===== src/rtl/pe_pkg.sv =====
// pe_pkg: shared encodings and helpers for the sequential MAC PE.
// Imported by pe_lane_mult and pe_seq_mac.
package pe_pkg;

   localparam int SM_W   = 8;
   localparam int MAG_W  = 7;
   localparam int PROD_W = 14;

   typedef enum logic [1:0] {
      IDLE,
      ACCUM,
      BIAS,
      OUT
   } state_e;

   function automatic int cnt_bits(input int n);
      int w;
      w = 1;
      while ((1 << w) < n) w++;
      return w;
   endfunction

   function automatic logic signed [PROD_W:0] sm_to_twos(
      input logic              s,
      input logic [PROD_W-1:0] m
   );
      logic signed [PROD_W:0] v;
      v = signed'({1'b0, m});
      return s ? -v : v;
   endfunction

endpackage


===== src/rtl/pe_lane_mult.sv =====
// pe_lane_mult: one sign-magnitude 7b x 7b multiplier lane.
// Output is two's complement; negative zero collapses to zero.
module pe_lane_mult
   import pe_pkg::*;
(
   input  logic [SM_W-1:0]        a,
   input  logic [SM_W-1:0]        b,
   output logic signed [PROD_W:0] p
);

   logic [PROD_W-1:0] mag;

   always_comb begin
      mag = PROD_W'(a[MAG_W-1:0]) * PROD_W'(b[MAG_W-1:0]);
      p   = sm_to_twos(a[SM_W-1] ^ b[SM_W-1], mag);
   end

endmodule


===== src/rtl/pe_seq_mac.sv =====
// pe_seq_mac: sequential fully-connected PE (MAC, bias, shift, ReLU/sat).
// Build option: define PE_RELU_EN for the legacy ReLU (non-negative) output.
module pe_seq_mac
   import pe_pkg::*;
#(
   parameter int N_IN       = 62,
   parameter int LANES      = 2,
   parameter int ACC_W      = 21,
   parameter int SHIFT      = 9,
   parameter int BIAS_SCALE = 127
)(
   input  logic                  clk,
   input  logic                  rst_n,
   input  logic                  start,
   input  logic [SM_W-1:0]       bias,
   input  logic                  in_valid,
   output logic                  in_ready,
   input  logic [LANES*SM_W-1:0] in_data,
   input  logic [LANES*SM_W-1:0] weight,
   output logic                  out_valid,
   input  logic                  out_ready,
   output logic [SM_W-1:0]       out,
   output logic                  busy,
   output logic                  acc_sat
);

   localparam int BEATS = N_IN / LANES;
   localparam int CNT_W = cnt_bits(BEATS);
   localparam int PW    = PROD_W + 1;
   localparam int EXT_W = ACC_W + PROD_W + cnt_bits(LANES) + 2;
   localparam logic signed [EXT_W-1:0] AMAX =
      (EXT_W'(1) <<< (ACC_W - 1)) - EXT_W'(1);
   localparam logic signed [EXT_W-1:0] AMIN = -AMAX;

   state_e                      state_q, state_d;
   logic [CNT_W-1:0]            cnt_q, cnt_d;
   logic                        drain_q, drain_d;
   logic                        pv_q, pv_d;
   logic [LANES-1:0][PW-1:0]    prod_q, prod_d;
   logic [LANES-1:0][PW-1:0]    prod_w;
   logic signed [ACC_W-1:0]     acc_q, acc_d;
   logic                        sat_q, sat_d;
   logic [SM_W-1:0]             bias_q, bias_d;
   logic [SM_W-1:0]             out_q, out_d;
   logic                        vld_q, vld_d;

   logic                        fire;
   logic signed [EXT_W-1:0]     lane_sum;
   logic signed [EXT_W-1:0]     acc_ext;
   logic signed [EXT_W-1:0]     acc_sum;
   logic signed [EXT_W-1:0]     bterm;
   logic signed [EXT_W-1:0]     bias_sum;
   logic signed [EXT_W-1:0]     fin;
   logic                        fin_sat;
   logic                        neg;
   logic [EXT_W-1:0]            mag;
   logic [EXT_W-1:0]            shf;
   logic [MAG_W-1:0]            m7;
   logic [SM_W-1:0]             res;

   for (genvar k = 0; k < LANES; k++) begin : g_lane
      pe_lane_mult u_mult (
         .a (in_data[SM_W*k +: SM_W]),
         .b (weight[SM_W*k +: SM_W]),
         .p (prod_w[k])
      );
   end

   // products are registered on accept; the accumulator trails by one beat
   assign in_ready  = (state_q == ACCUM) && !drain_q;
   assign fire      = in_valid && in_ready;
   assign out_valid = vld_q;
   assign out       = out_q;
   assign busy      = (state_q != IDLE);
   assign acc_sat   = sat_q;

   always_comb begin
      lane_sum = '0;
      for (int k = 0; k < LANES; k++) begin
         lane_sum = lane_sum +
            {{(EXT_W-PW){prod_q[k][PW-1]}}, prod_q[k]};
      end
      acc_ext  = {{(EXT_W-ACC_W){acc_q[ACC_W-1]}}, acc_q};
      acc_sum  = acc_ext + lane_sum;
      bterm    = EXT_W'(bias_q[MAG_W-1:0]) * EXT_W'(BIAS_SCALE);
      bias_sum = bias_q[SM_W-1] ? (acc_ext - bterm) : (acc_ext + bterm);

      fin     = bias_sum;
      fin_sat = 1'b0;
      if (bias_sum > AMAX) begin
         fin     = AMAX;
         fin_sat = 1'b1;
      end else if (bias_sum < AMIN) begin
         fin     = AMIN;
         fin_sat = 1'b1;
      end

      neg = (fin < 0);
      mag = neg ? -fin : fin;
      shf = mag >> SHIFT;
      m7  = (shf > EXT_W'(127)) ? 7'h7F : shf[MAG_W-1:0];
`ifdef PE_RELU_EN
      res = neg ? '0 : {1'b0, m7};
`else
      res = (m7 == '0) ? '0 : {neg, m7};
`endif
   end

   always_comb begin
      state_d = state_q;
      cnt_d   = cnt_q;
      drain_d = drain_q;
      pv_d    = 1'b0;
      prod_d  = prod_q;
      acc_d   = acc_q;
      sat_d   = sat_q;
      bias_d  = bias_q;
      out_d   = out_q;
      vld_d   = vld_q;

      if (pv_q) begin
         if (acc_sum > AMAX) begin
            acc_d = AMAX[ACC_W-1:0];
            sat_d = 1'b1;
         end else if (acc_sum < AMIN) begin
            acc_d = AMIN[ACC_W-1:0];
            sat_d = 1'b1;
         end else begin
            acc_d = acc_sum[ACC_W-1:0];
         end
      end

      unique case (state_q)
         IDLE: begin
            if (start) begin
               state_d = ACCUM;
               bias_d  = bias;
               acc_d   = '0;
               cnt_d   = '0;
               sat_d   = 1'b0;
               drain_d = 1'b0;
            end
         end
         ACCUM: begin
            if (fire) begin
               prod_d = prod_w;
               pv_d   = 1'b1;
               cnt_d  = cnt_q + 1'b1;
               if (cnt_q == CNT_W'(BEATS - 1)) drain_d = 1'b1;
            end
            if (drain_q) begin
               drain_d = 1'b0;
               state_d = BIAS;
            end
         end
         BIAS: begin
            out_d   = res;
            vld_d   = 1'b1;
            sat_d   = sat_q | fin_sat;
            state_d = OUT;
         end
         OUT: begin
            if (out_ready) begin
               vld_d   = 1'b0;
               state_d = IDLE;
            end
         end
      endcase
   end

   always_ff @(posedge clk or negedge rst_n) begin
      if (!rst_n) begin
         state_q <= IDLE;
         cnt_q   <= '0;
         drain_q <= 1'b0;
         pv_q    <= 1'b0;
         prod_q  <= '0;
         acc_q   <= '0;
         sat_q   <= 1'b0;
         bias_q  <= '0;
         out_q   <= '0;
         vld_q   <= 1'b0;
      end else begin
         state_q <= state_d;
         cnt_q   <= cnt_d;
         drain_q <= drain_d;
         pv_q    <= pv_d;
         prod_q  <= prod_d;
         acc_q   <= acc_d;
         sat_q   <= sat_d;
         bias_q  <= bias_d;
         out_q   <= out_d;
         vld_q   <= vld_d;
      end
   end

endmodule


===== config.mk =====
export PLATFORM = sky130hd
export DESIGN_NAME = pe_seq_mac
export DESIGN_NICKNAME = d
export VERILOG_FILES = /design/src/rtl/pe_pkg.sv /design/src/rtl/pe_lane_mult.sv /design/src/rtl/pe_seq_mac.sv
export SDC_FILE = /design/constraint.sdc
export NUM_CORES = 1
export LEC_CHECK = 0
export ABC_CLOCK_PERIOD_IN_PS = 17200
export CELL_PAD_IN_SITES_DETAIL_PLACEMENT = 1
export CELL_PAD_IN_SITES_GLOBAL_PLACEMENT = 1
export CORE_ASPECT_RATIO = 1.5
export CORE_UTILIZATION = 52
export CTS_CLUSTER_SIZE = 25
export DETAILED_ROUTE_END_ITERATION = 10
export PLACE_DENSITY_LB_ADDON = 0.1
export SETUP_SLACK_MARGIN = 0.2
export SLEW_MARGIN = 20
export SYNTH_ARGS = -nofsm -noshare
export SYNTH_HDL_FRONTEND = slang
export SYNTH_SLANG_ARGS = --single-unit
export TNS_END_PERCENT = 30

===== constraint.sdc =====
create_clock -name clk -period 17.2 [get_ports clk]
set_clock_uncertainty 0.05 [all_clocks]
set_input_delay 1.72 -clock clk [delete_from_list [all_inputs] [get_ports clk]]
set_output_delay 1.72 -clock clk [all_outputs]
set_load 0.02 [all_outputs]

==> results of run 1 <==
placed cells by master (no fill, tap or decap), types with 4 or more instances in the layout:
cell / Yosys / final
ha_1: 144 / 144
o21bai_1: 8 / 8
or3_1: 14 / 14
inv_1: 149 / 149
o211ai_1: 20 / 20
and3_1: 11 / 11
o21ai_0: 98 / 98
or2_2: 5 / 5
a211oi_1: 10 / 10
nor3_1: 27 / 27
o21a_1: 14 / 14
fa_1: 90 / 90
nand3_1: 23 / 23
a311oi_1: 6 / 6
a2111oi_0: 5 / 5
dfrtp_1: 78 / 78
a21oi_1: 64 / 64
clkbuf_16: 0 / 9
o31ai_1: 6 / 6
or4_1: 7 / 7
nor2_1: 58 / 58
mux2i_1: 5 / 5
nand2_1: 139 / 139
nor2b_1: 11 / 10
xor2_1: 52 / 52
mux2_2: 9 / 9
a31o_2: 11 / 11
a31oi_1: 13 / 13
and2_1: 41 / 41
a2111o_1: 4 / 4
o22ai_1: 17 / 17
clkdlybuf4s50_1: 0 / 55
a21boi_0: 6 / 6
nand3b_1: 6 / 6
nand2b_1: 17 / 17
xnor2_1: 44 / 44
a21o_1: 24 / 24
nor4_1: 11 / 11
registers in the layout, summed over array words and instances, names as in the netlist, 2 cells and up:
name	count
acc_q	21
bias_q	8
cnt_q	5
out	8
prod_q	30
state_q	2
stage by stage:
| step | area [um^2] | cells | setup slack, ps |
|---|---|---|---|
| after floorplan | 11500 | 1344 | 9950 |
| after CTS | 12600 | 1658 | 9100 |
| after global routing | 12600 | 1658 | 8500 |
| final | 12600 | 1658 | 9090 |
| after detailed placement | 12300 | 1644 | 9120 |
| after global placement | 12300 | 1644 | 9320 |
cell type report:
| type | instances | area [um^2] | area share [%] |
|---|---|---|---|
| Tap cell | 272 | 340 | 2.70 |
| Timing Repair Buffer | 59 | 584 | 4.64 |
| Clock buffer | 10 | 229 | 1.82 |
| Clock inverter | 4 | 50.0 | 0.397 |
| Inverter | 149 | 559 | 4.44 |
| Multi-Input combinational cell | 1086 | 8890 | 70.5 |
| Sequential cell | 78 | 1950 | 15.5 |
how the worst min path moves through the flow:
stage,start,end,slack [ps]
after floorplan,cnt_q[4]$_DFFE_PN0P_,cnt_q[4]$_DFFE_PN0P_,400
after global placement,cnt_q[4]$_DFFE_PN0P_,cnt_q[4]$_DFFE_PN0P_,440
after detailed placement,cnt_q[4]$_DFFE_PN0P_,cnt_q[4]$_DFFE_PN0P_,450
after CTS,out[3]$_DFFE_PN0P_,out[3]$_DFFE_PN0P_,460
after global routing,out[3]$_DFFE_PN0P_,out[3]$_DFFE_PN0P_,470
final,out[3]$_DFFE_PN0P_,out[3]$_DFFE_PN0P_,460
routing by layer:
metal	part of all wire, %	vias to the layer above	routed length [um]
li1	-	4786	-
met1	38	4956	11500
met2	56	120	16800
met3	1.3	58	395
met4	4.2	0	1260
met5	0	-	0
kinds of logic after synthesis:
kind of cell | count (synthesis) | synth area share [%]
mux | 14 | 1.31
compound gates | 350 | 20.2
xor+xnor | 96 | 7.29
fa+ha+maj | 235 | 31.3
flops | 78 | 16.9
simple gates | 391 | 17.0
buf+inv | 180 | 5.98
worst max-delay path, cell delays in order, from the launching register on:
cell	delay, ps
dfrtp_1	400
inv_1	230
fa_1	520
fa_1	580
fa_1	470
fa_1	530
inv_1	40
ha_1	350
o21ai_0	120
a21oi_1	100
o41a_1	480
a21o_1	210
a21oi_1	160
xor2_1	390
a31o_2	220
ha_1	300
a21oi_1	310
o21a_1	200
o211ai_1	90
a311o_1	380
and3_4	200
o311ai_4	300
xnor2_1	260
a2111oi_0	400
nor3_1	150
a2111oi_0	410
a21oi_1	120
==> results.py, run 1 <==
metrics = {
    "synthesis": {
        "synth_edf_count": 0,
        "netlist_area_um2": 11500,
        "synth_most_common_cell": "inv_1",
        "avgSynthCellArea_um2": 8.58,
        "async_flop_share_pct": 100,
        "syn-num-nets": 1623,
        "synthTopCellsByArea": "dfrtp_1 17%, fa_1 16%, ha_1 16%",
        "synthFlopType": "dfrtp_1",
        "synth_top_area_cell": "dfrtp_1",
        "synth_top_cells_by_count": "149 x inv_1, 144 x ha_1, 139 x nand2_1",
        "seq_area_frac_synth_pct": 16.9,
        "ys_warn_count": 0,
        "ys_seq_elements": 78,
        "yosys.area.top_type_share_pct": 16.9,
        "synthCells": 1344,
        "synthDistinctLibCells": 82,
    },
    "global_route": {
        "busiest_layer": "met2",
        "grt_use_met1_pct": 28.8,
        "grt_pass1_wl_um": 50900,
        "grt_pass1_vias": 10800,
        "antenna_found_initial": 0,
        "grtUsageMet2_pct": 55.8,
        "grt_start_max_net_pins": 79,
        "use_met3_pct": 2.26,
        "overflow": 0,
        "grtUsageTotal_pct": 28.1,
    },
    "die": {
        "start_util_pct": 53.1,
        "pin_count": 57,
        "die_h_um": 184,
        "rows": 66,
        "die_area_um2": 22800,
        "die_w_um": 124,
        "core_um2": 21700,
    },
    "sta": {
        "whs_ps": 458,
        "fin_tns_setup_ps": 0,
        "period_needed_ps": 8110,
        "slew_headroom_pct": 39.2,
        "final_max_slew_viol_count": 0,
        "max_freq_ghz": 0.123,
        "hold_viol": 0,
        "rsz0062_at_grt": "no",
        "finalSetupViolations": 0,
        "period_share_pct": 47.1,
        "worstMarginPinSlew_ps": 905,
    },
    "outcome": {
        "outcome": "finished, final reports clean",
    },
    "critical_path": {
        "r2r_slack_ps": 9090,
        "crit_path_start": "bias_q[5]$_DFFE_PN0P_",
        "start_kind": "register",
        "cp-end-kind": "register",
        "critPathArrivalTime_ps": 8280,
        "crit_type": "register to register",
        "cp.required_ps": 17370,
        "reg2reg_depth": 26,
        "endpoint": "out[7]$_DFFE_PN0P_",
        "r2r_start": "bias_q[5]$_DFFE_PN0P_",
        "path_max_fanout": 8,
        "r2r-end": "out[7]$_DFFE_PN0P_",
    },
    "finish": {
        "drive_gt1_share_pct": 4.33,
        "utilization_pct": 58.0,
        "fillers": 2629,
        "area_delta_synth_final_pct": 9.33,
        "fin_nets": 1662,
        "n_antenna_cell": 0,
    },
    "routing": {
        "via_per_inst": 5.98,
        "detail_route.wl_per_cell_um": 18.0,
        "drt-total-wl_um": 29900,
        "vias": 9920,
        "postRouteAntennaNets": 0,
        "post-route-drc-count": 0,
        "drt-initial-drc-count": 378,
        "dr.pass1.iters": 4,
    },
    "cts": {
        "htreeDepth": 3,
        "clockRootBuffer": "clkbuf_16",
        "cts_setup_buffers": 0,
        "cts_tree": "done",
        "cts_resized": 0,
        "cts.sinks": 78,
        "cts_made_buffers": 9,
        "clk_pin_slew_ps": 60,
        "insertion_delay_ps": 350,
        "hold_buffers": 0,
        "cts_buffer_depth": 2,
    },
    "flow_run": {
        "max-cap-violations": 0,
    },
    "placed_design": {
        "dp_hpwl_um": 24800,
        "io_buffers": 56,
        "place.gp.congestion": 0.896,
    },
    "min_path": {
        "min_path_cells": 1,
        "hp-class": "register to register",
    },
}
Power of run 1 is not shown: default switching activity piles up to over one toggle a cycle in this logic, so the estimate is an artifact.
==> inputs of run 2 (changes only) <==
--- a/config.mk
+++ b/config.mk
@@ -5,11 +5,11 @@
 export SDC_FILE = /design/constraint.sdc
 export NUM_CORES = 1
 export LEC_CHECK = 0
-export ABC_CLOCK_PERIOD_IN_PS = 17200
+export ABC_CLOCK_PERIOD_IN_PS = 7200
 export CELL_PAD_IN_SITES_DETAIL_PLACEMENT = 1
 export CELL_PAD_IN_SITES_GLOBAL_PLACEMENT = 1
 export CORE_ASPECT_RATIO = 1.5
-export CORE_UTILIZATION = 52
+export CORE_UTILIZATION = 44
 export CTS_CLUSTER_SIZE = 25
 export DETAILED_ROUTE_END_ITERATION = 10
 export PLACE_DENSITY_LB_ADDON = 0.1
==> constraint.sdc (replaced) <==
create_clock -name clk -period 7.2 [get_ports clk]
set_clock_uncertainty 0.05 [all_clocks]
set_input_delay 0.72 -clock clk [delete_from_list [all_inputs] [get_ports clk]]
set_output_delay 0.72 -clock clk [all_outputs]
set_load 0.02 [all_outputs]
==> results.py, run 2 (synthesis results as in run 1) <==
metrics = {
    "min_path": {
        "hp-class": "input pin to asynchronous set/reset pin",
    },
    "die": {
        "die_h_um": 200,
        "rows": 72,
        "die_area_um2": 26900,
        "die_w_um": 134,
        "start_util_pct": 44.7,
        "pin_count": 57,
        "core_um2": 25800,
    },
    "critical_path": {
        "start_kind": "register",
        "cp-end-kind": "register",
        "path_max_fanout": 5,
        "cpMostUsedCell": "fa_1",
        "r2r_slack_ps": -80,
        "worst_path_largest_cell_delay_ps": 600,
        "crit_type": "register to register",
        "cp_slowest_cell": "fa_2",
        "critPathArrivalTime_ps": 7460,
        "cp.required_ps": 7380,
    },
    "cts": {
        "htreeDepth": 3,
        "insertion_delay_ps": 360,
        "cts_tree": "done",
        "cts_buffer_depth": 2,
        "clk_pin_slew_ps": 60,
        "clockRootBuffer": "clkbuf_16",
        "cts_made_buffers": 9,
        "cts.sinks": 78,
    },
    "finish": {
        "layout_common_cells": "143 x inv_1, 137 x nand2_1, 132 x ha_1, 92 x o21ai_0, 89 x fa_1",
        "regMostFlops": "prod_q",
        "fin_nets": 1750,
        "largest_reg_flops": 30,
        "largestRegisters": "prod_q (30), acc_q (21)",
        "final_common_cell": "inv_1",
        "stdcell_count": 1809,
        "drive_gt1_share_pct": 15.3,
        "n_antenna_cell": 0,
        "area_delta_synth_final_pct": 20.7,
    },
    "sta": {
        "max_freq_ghz": 0.137,
        "final_max_slew_viol_count": 0,
        "hold_viol": 0,
        "layout_setup_ws_ps": -80.9,
        "worstMarginPinSlew_ps": 1040,
        "fin_tns_setup_ps": -210,
        "period_share_pct": 101,
        "rsz0062_at_grt": "yes",
        "finalSetupViolations": 5,
        "slew_headroom_pct": 30.2,
        "period_needed_ps": 7280,
    },
    "global_route": {
        "grt_start_max_net_pins": 79,
        "grt_pass1_wl_um": 54000,
        "grt_pass1_vias": 11200,
        "antenna_found_initial": 0,
        "grtUsageTotal_pct": 24.9,
        "overflow": 0,
    },
    "routing": {
        "drt-initial-drc-count": 280,
        "vias": 10300,
        "post-route-drc-count": 0,
        "via_per_inst": 5.70,
        "drt-total-wl_um": 32500,
        "postRouteAntennaNets": 0,
        "dr.pass1.iters": 4,
        "detail_route.wl_per_cell_um": 18.0,
    },
    "placed_design": {
        "io_buffers": 56,
        "place.gp.congestion": 0.901,
        "dpl.cell_count": 1766,
        "dp_hpwl_um": 26400,
    },
    "outcome": {
        "violations": "setup timing",
        "outcome": "finished, violations left",
    },
    "flow_run": {
        "max-cap-violations": 0,
    },
}
## run 2: cell count changes in the layout (fill, tap and decap cells not counted), sizes merged
cell	change
bufinv	-1
clkbuf	+1
buf	+88
clkinv	+1
inv	+1
## run 2: routing by layer
layer / global-route usage (%) / part of all wire [%] / wire length, um / vias to the layer above
met5: 0 / 0 / 0 / -
met4: 9.11 / 3.2 / 1040 / 0
met3: 2.13 / 1.4 / 471 / 47
met2: 50.4 / 58 / 18700 / 122
met1: 25.8 / 38 / 12300 / 5178
li1: - / - / - / 4963
## run 2: final cells by class
cell class	instances	area, um^2
Fill cell	3042	11900
Multi-Input combinational cell	1086	9450
Sequential cell	78	1950
Timing Repair Buffer	147	1260
Inverter	149	559
Tap cell	333	417
Clock buffer	11	243
Clock inverter	5	33.8
## run 2: per-stage QoR
stage | setup WS, ps | utilization (%) | instance area, um^2 | hold slack, ps
2_1_floorplan | 203 | - | 11600 | 374
3_3_place_gp | -67.6 | 50.1 | 12900 | 437
3_5_place_dp | -180 | 50.1 | 12900 | 450
4_1_cts | 163 | 52.6 | 13600 | 464
5_1_grt | -323 | 54.0 | 13900 | 404
6_report | -80.9 | 54.0 | 13900 | 337
## run 2: timing repair
item	in CTS	in global routing
pin swaps	36	21
endpoints found under the setup margin	9	9
buffers inserted	17	10
resized for setup	51	48
hold endpoints to repair	0	0
gates cloned	0	0
hold buffers	0	0
## run 2: final timing paths
| kind | startpoint | to | cells past startpoint |
|---|---|---|---|
| max | bias_q[3]$_DFFE_PN0P_ | out[7]$_DFFE_PN0P_ | 26 |
| min | rst_n | out[3]$_DFFE_PN0P_ | 1 |
| max reg2reg | bias_q[3]$_DFFE_PN0P_ | out[7]$_DFFE_PN0P_ | 26 |
| min reg2reg | prod_q[11]$_DFFE_PN0P_ | prod_q[11]$_DFFE_PN0P_ | 2 |
| max in group asynchronous | rst_n | prod_q[15]$_DFFE_PN0P_ | 1 |
| min in group clk | prod_q[11]$_DFFE_PN0P_ | prod_q[11]$_DFFE_PN0P_ | 2 |
## run 2: worst max-delay path, delay by kind of cell (launching register included)
| kind | cells | cell delay [ps] |
|---|---|---|
| AO/OA/AOI/OAI | 9 | 2310 |
| flip-flops | 1 | 360 |
| adder cells (fa/ha/maj) | 6 | 2580 |
| buffers and inverters | 2 | 110 |
| XOR/XNOR | 3 | 700 |
| AND/OR/NAND/NOR | 6 | 1040 |
Power of run 2 is left out for the same reason.
